**src/rtl/fp_addsub_seq.sv**
```systemverilog
// Multi-cycle FP add/sub: {sign, unbiased exp, explicit mantissa}, align/add/normalise FSM.
// Define FPADD_ROUND_EN for round-to-nearest-even via guard/round/sticky; otherwise truncation.
module fp_addsub_seq #(
  parameter int EXP_W = 3,
  parameter int MAN_W = 4
) (
  input  logic                   clk,
  input  logic                   rst,
  input  logic                   in_valid,
  output logic                   in_ready,
  input  logic [EXP_W+MAN_W:0]   A,
  input  logic [EXP_W+MAN_W:0]   B,
  input  logic                   funct,
  output logic                   out_valid,
  input  logic                   out_ready,
  output logic [EXP_W+MAN_W:0]   Y,
  output logic                   zero,
  output logic                   ovf,
  output logic                   unf
);
  localparam int W = 1 + EXP_W + MAN_W;
`ifdef FPADD_ROUND_EN
  localparam int GW = 3;
`else
  localparam int GW = 0;
`endif
  localparam int XW = MAN_W + GW;  // mantissa plus any guard/round/sticky bits
  localparam logic [EXP_W-1:0] EMAX = '1;

  typedef enum logic [2:0] {IDLE, ALIGN, ADD, NORM, DONE} state_t;
  state_t state, state_n;

  logic             sx, sy, rs;
  logic [EXP_W-1:0] ex, cnt;
  logic [XW-1:0]    mx, my, my_sh;
  logic [XW:0]      sum, sum_sh;

  // operand unpack; zero-mantissa inputs get exponent 0 so they never win the swap
  logic [MAN_W-1:0] am, bm;
  logic [EXP_W-1:0] ae, be, d;
  logic             bs, swap;
  always_comb begin
    am   = A[MAN_W-1:0];
    bm   = B[MAN_W-1:0];
    ae   = (am == '0) ? '0 : A[W-2:MAN_W];
    be   = (bm == '0) ? '0 : B[W-2:MAN_W];
    bs   = B[W-1] ^ funct;
    swap = be > ae;
    d    = swap ? be - ae : ae - be;
  end

  // right shifts keep lost bits in the sticky LSB when rounding is built
  always_comb begin
`ifdef FPADD_ROUND_EN
    my_sh  = {1'b0, my[XW-1:2], my[1] | my[0]};
    sum_sh = {1'b0, sum[XW:2], sum[1] | sum[0]};
`else
    my_sh  = my >> 1;
    sum_sh = sum >> 1;
`endif
  end

  logic         norm_fin, y_zero, y_ovf, y_unf;
  logic [W-1:0] y_n;
`ifdef FPADD_ROUND_EN
  logic [MAN_W:0] rnd;
`endif
  always_comb begin
    norm_fin = 1'b1;
    y_n      = '0;
    y_zero   = 1'b0;
    y_ovf    = 1'b0;
    y_unf    = 1'b0;
`ifdef FPADD_ROUND_EN
    rnd      = '0;
`endif
    if (sum[XW]) begin
      norm_fin = (ex == EMAX);
      y_n      = {rs, {(W-1){1'b1}}};
      y_ovf    = 1'b1;
    end else if (sum == '0) begin
      y_zero = 1'b1;
    end else if (!sum[XW-1]) begin
      norm_fin = (ex == '0);
      y_zero   = 1'b1;
      y_unf    = 1'b1;
    end else begin
`ifdef FPADD_ROUND_EN
      rnd = {1'b0, sum[XW-1:GW]} + (MAN_W+1)'(sum[2] & (sum[1] | sum[0] | sum[GW]));
      if (rnd[MAN_W]) begin
        if (ex == EMAX) begin
          y_n   = {rs, {(W-1){1'b1}}};
          y_ovf = 1'b1;
        end else begin
          y_n = {rs, ex + 1'b1, rnd[MAN_W:1]};
        end
      end else begin
        y_n = {rs, ex, rnd[MAN_W-1:0]};
      end
`else
      y_n = {rs, ex, sum[XW-1:0]};
`endif
    end
  end

  always_ff @(posedge clk or posedge rst) begin
    if (rst) state <= IDLE;
    else     state <= state_n;
  end

  always_comb begin
    state_n = state;
    unique case (state)
      IDLE:    if (in_valid) state_n = (d == '0) ? ADD : ALIGN;
      ALIGN:   if (cnt == EXP_W'(1)) state_n = ADD;
      ADD:     state_n = NORM;
      NORM:    if (norm_fin) state_n = DONE;
      DONE:    if (out_ready) state_n = IDLE;
      default: state_n = IDLE;
    endcase
  end

  always_comb begin
    in_ready  = (state == IDLE);
    out_valid = (state == DONE);
  end

  always_ff @(posedge clk or posedge rst) begin
    if (rst) begin
      sx <= 1'b0; sy <= 1'b0; rs <= 1'b0;
      ex <= '0; cnt <= '0; mx <= '0; my <= '0; sum <= '0;
      Y <= '0; zero <= 1'b0; ovf <= 1'b0; unf <= 1'b0;
    end else begin
      unique case (state)
        IDLE: if (in_valid) begin
          sx  <= swap ? bs : A[W-1];
          sy  <= swap ? A[W-1] : bs;
          ex  <= swap ? be : ae;
          mx  <= XW'(swap ? bm : am) << GW;
          my  <= XW'(swap ? am : bm) << GW;
          // past MAN_W+2 shifts the smaller mantissa is entirely in sticky already
          cnt <= (int'(d) > MAN_W + 2) ? EXP_W'(MAN_W + 2) : d;
        end
        ALIGN: begin
          my  <= my_sh;
          cnt <= cnt - 1'b1;
        end
        ADD: begin
          if (sx == sy) begin
            sum <= {1'b0, mx} + {1'b0, my};
            rs  <= sx;
          end else if (mx >= my) begin
            sum <= {1'b0, mx - my};
            rs  <= (mx != my) & sx;
          end else begin
            sum <= {1'b0, my - mx};
            rs  <= sy;
          end
        end
        NORM: begin
          if (norm_fin) begin
            Y <= y_n; zero <= y_zero; ovf <= y_ovf; unf <= y_unf;
          end else if (sum[XW]) begin
            sum <= sum_sh;
            ex  <= ex + 1'b1;
          end else begin
            sum <= sum << 1;
            ex  <= ex - 1'b1;
          end
        end
        default: ;
      endcase
    end
  end
endmodule

```
**config.mk**
```make
export PLATFORM = sky130hd
export DESIGN_NAME = fp_addsub_seq
export DESIGN_NICKNAME = d
export VERILOG_FILES = /design/src/rtl/fp_addsub_seq.sv
export SDC_FILE = /design/constraint.sdc
export NUM_CORES = 1
export LEC_CHECK = 0
export BUFFER_PORTS_ARGS = -buffer_cell sky130_fd_sc_hd__buf_4
export CELL_PAD_IN_SITES_DETAIL_PLACEMENT = 1
export CELL_PAD_IN_SITES_GLOBAL_PLACEMENT = 1
export CORE_AREA = 3 3 109 59
export CTS_CLUSTER_SIZE = 16
export DETAILED_ROUTE_END_ITERATION = 8
export DIE_AREA = 0 0 112 62
export GPL_ROUTABILITY_DRIVEN = 0
export PLACE_DENSITY = 0.81
export SYNTH_ARGS = -nofsm -noshare
export SYNTH_HDL_FRONTEND = slang
export SYNTH_SLANG_ARGS = --single-unit
```
**constraint.sdc**
```tcl
create_clock -name clk -period 4.73 [get_ports clk]
set_input_delay 0.473 -clock clk [delete_from_list [all_inputs] [get_ports clk]]
set_output_delay 0.473 -clock clk [all_outputs]
set_load 0.02 [all_outputs]
```
==> impl_results.rst <==
.. list-table::
   :header-rows: 1

   * - Metric
     - Value
   * - RSZ-0062 raised after global routing
     - false
   * - Met3 GRT Util
     - 4.06%
   * - Area inside the core boundary
     - 5440 sq um
   * - Worst-skew pair later-pin latency
     - 0.29 ns
   * - Crit path capture type
     - flop
   * - Area enclosed by the die boundary
     - 6940 sq um
   * - Drc violations
     - 0
   * - Relative area change from synthesis to final layout
     - 15.8%
   * - Number of global-route vias before repair
     - 2311
   * - Global Route met2 Usage
     - 35.9%
   * - Number of sinks driven by the clock tree
     - 36
   * - Sequential share of power
     - 30.7%
   * - Post-synthesis cell type count
     - 48
   * - Family with the most delay on the worst path
     - compound AO/OA/AOI/OAI gates
   * - Final antenna-violating net count
     - 0
   * - Worst setup slack for register-to-register paths
     - 2.15 ns
   * - Number of H-tree levels
     - 2
   * - Starting density of the core
     - 47.1%
   * - Length in cells of the worst reg-to-reg path
     - 7
   * - Area taken by flip-flops and latches
     - 901 sq um
   * - Proportion of netlist area held by the largest area contributor
     - 35.2%
   * - Post-CTS setup buffer count
     - 0
   * - Number of port buffers
     - 33
   * - Actual transition at the worst max-transition pin
     - 0.999 ns
   * - Number of cells produced by synthesis
     - 288
   * - Share of flip-flops with an asynchronous set or reset
     - 100%
   * - Antenna violations before repair
     - 0
   * - Number of gates resized after cts
     - 0
   * - Register clock-pin slew on the reported worst setup and hold paths
     - 0.08 ns
   * - Number of synthesized register bits
     - 36
   * - Most crowded layer after global routing
     - met2
   * - Cell-by-cell trace of the critical path
     - buf_4, or4_1, nand2_1, inv_1, ha_1, and2b_1, o21ai_1, a32oi_2, nor2_1, a211oi_1, o22ai_1
   * - Post-synthesis average cell area
     - 8.90 sq um
   * - Largest voltage drop on the vdd net
     - 0.000240 V
   * - Area leader, netlist
     - dfrtp_1
   * - Slew headroom
     - 33.4%
   * - Detail-routed via count per cell
     - 5.64
   * - DR pass1 iterations
     - 4
   * - Layout cells sized above 1
     - 16.0%
   * - WL/cell
     - 17.1 um
   * - Total number of cells along the worst setup path
     - 11
   * - Min Tclk post-route
     - 3.35 ns
   * - Filler instances
     - 660
   * - Overall global routing resource usage
     - 20.4%
   * - Post-route fraction of the period consumed by the critical path
     - 70.9%
   * - Maximum root-to-sink buffer count
     - 2
   * - Data arrival time of the critical path
     - 3.52 ns
   * - Type of element launching the critical path
     - input pin
   * - Number of max-capacitance violations reported
     - 0
   * - Final Hold Violating Endpoints
     - 0
   * - Number of warnings reported in the yosys synthesis log
     - 0
   * - Buf+Inv Stages, Crit Path
     - 2
   * - Data required time of the worst path
     - 4.90 ns
   * - TritonCTS Buffers
     - 5
   * - Number of enable-type register cells in the synthesized netlist
     - 0
   * - # rows
     - 19
   * - Drt total wl
     - 6690 um
   * - Power density normalized to cell area
     - 721 nW/um^2
   * - Max Freq
     - 0.298 GHz
   * - I/O pin cnt
     - 34
   * - Worst hold path type
     - input pin to async pin
   * - Slowest stage cell on the critical path
     - a32oi_2
   * - Detailed placement HPWL
     - 5140 um
   * - Number of DRC markers in iteration 0
     - 104
   * - Net Sw Frac
     - 48.0%
   * - Die height
     - 62 um
   * - Sequential cell area fraction in the yosys report
     - 35.2%
   * - Largest net degree at the start of global routing
     - 37
   * - Largest stage delay on the critical path
     - 0.81 ns
   * - CTS root buf
     - clkbuf_8
   * - Count of pins over their slew limit
     - 0
   * - Remaining global-route overflow
     - 0
   * - Met1 track demand over resource
     - 26.9%
   * - Internal power component
     - 1.11 mW
   * - Net count, final
     - 362
   * - Footprint of the multi-input gates
     - 1520 sq um
   * - Horizontal extent of the die
     - 112 um
   * - Outcome
     - complete, no violations
   * - First-pass GRT wire length
     - 11200 um
   * - TritonCTS clock tree
     - built
   * - Hold bufs inserted after CTS
     - 0
   * - Via total after detailed routing
     - 2204
   * - Overall power after layout
     - 2.14 mW
   * - Total negative slack for setup checks
     - 0 ns
   * - Number of antenna repair diodes
     - 0
   * - Total net switching power
     - 1.03 mW
   * - Synth Cell Area
     - 2560 sq um
   * - Number of nets in the synthesized netlist
     - 333
   * - Critical-path maximum fanout
     - 16
   * - Biggest area contributors in the synthesized netlist
     - dfrtp_1, ha_1, mux2i_1
   * - Relative contribution of combinational cells to total power
     - 56.7%
   * - Relative contribution of the clock network to total power
     - 12.7%
   * - Count of endpoints failing setup in the final report
     - 0
   * - Static Leak
     - 1.40 nW
   * - Dominant register cell in the synthesized netlist
     - dfrtp_1
   * - Clock Skews
     - 0.00772 ns
   * - Worst Path Class, Setup
     - input pin to flop
sequential cells by signal, summed over array words and instances (netlist names):
register	count
sy	1
zero	1
ovf	1
my	4
Y	8
sx	1
cnt	3
unf	1
mx	4
sum	5
state	3
ex	3
rs	1
tightest hold or removal path, cell delays in order:
cell and delay [ns]:
buf_4 0.11, inv_1 0.05, buf_4 0.39
synthesized netlist by cell type (6+ instances only):
library cell   n
a21oi_1       23
clkbuf_1       7
dfrtp_1       36
fa_1           6
ha_1          18
inv_1         24
mux2i_1       18
nand2_1       32
nor2_1        20
nor3_1         8
o21ai_0       19
o21ai_1       11
cell usage in the layout, fill, tap and decap left out, types with 4 or more instances in the layout:
cell type / Yosys / final
inv_1: 24 / 24
o21ai_1: 11 / 11
nor2_1: 20 / 20
nand3_1: 4 / 4
ha_1: 18 / 18
clkbuf_8: 0 / 5
a21oi_1: 23 / 23
nand2_1: 32 / 32
mux2i_1: 18 / 18
buf_4: 1 / 34
a211oi_1: 4 / 4
dfrtp_1: 36 / 36
nor3_1: 8 / 8
o21ai_0: 19 / 19
fa_1: 6 / 6
metrics by stage:
stage	cell area, sq um	instances	hold WS, ns	util [%]	worst slack, ns
detailed placement	2860	383	0.474	52.4	1.08
CTS	2970	391	0.301	54.5	1.40
floorplan	2560	288	0.456	-	1.67
global placement	2860	383	0.466	52.4	1.29
finish	2970	391	0.288	54.5	1.38
global route	2970	391	0.343	54.5	1.09
area by class of cell:
| class | count | share of cell area [%] |
|---|---|---|
| Tap cell | 73 | 3.08 |
| Multi-Input combinational cell | 216 | 51.2 |
| Sequential cell | 36 | 30.4 |
| Inverter | 24 | 3.04 |
| Timing Repair Buffer | 34 | 8.60 |
| Clock inverter | 3 | 1.43 |
| Clock buffer | 5 | 2.32 |
kinds of logic (layout without fill, tap and decap cells):
group,after synthesis,in the layout,synth area share (%)
XOR/XNOR,6,6,2.05
AND/OR/NAND/NOR,81,81,14.5
multiplexers,21,21,8.94
AO/OA/AOI/OAI,84,84,20.3
flip-flops,36,36,35.2
adder cells (fa/ha/maj),24,24,13.5
buffers and inverters,36,66,5.62
path summary, 6_finish.rpt:
check                      startpoint       end
setup / recovery                 A[0]     ex[1]
setup reg to reg                mx[1]    sum[3]
max in group asynchronous         rst        sx
hold reg to reg                  Y[2]      Y[2]
min in group clk            out_ready  state[2]
hold / removal                    rst      Y[5]
power by group through the flow:
stage	clock network [mW]	logic (mW)	registers, mW
2_1_floorplan	0	0.878	0.613
3_3_place_gp	0	1.13	0.641
3_5_place_dp	0	1.19	0.655
4_1_cts	0.277	1.21	0.653
5_1_grt	0.293	1.37	0.682
6_report	0.271	1.21	0.656
per-layer routing:
layer,wire (um),share of wire [%],vias up
met5,0,0,-
met4,70,1.0,0
met3,253,3.8,7
met2,3120,47,45
met1,3250,49,1084
li1,-,-,1068
No activity file was read; power rests on OpenSTA's default activity.
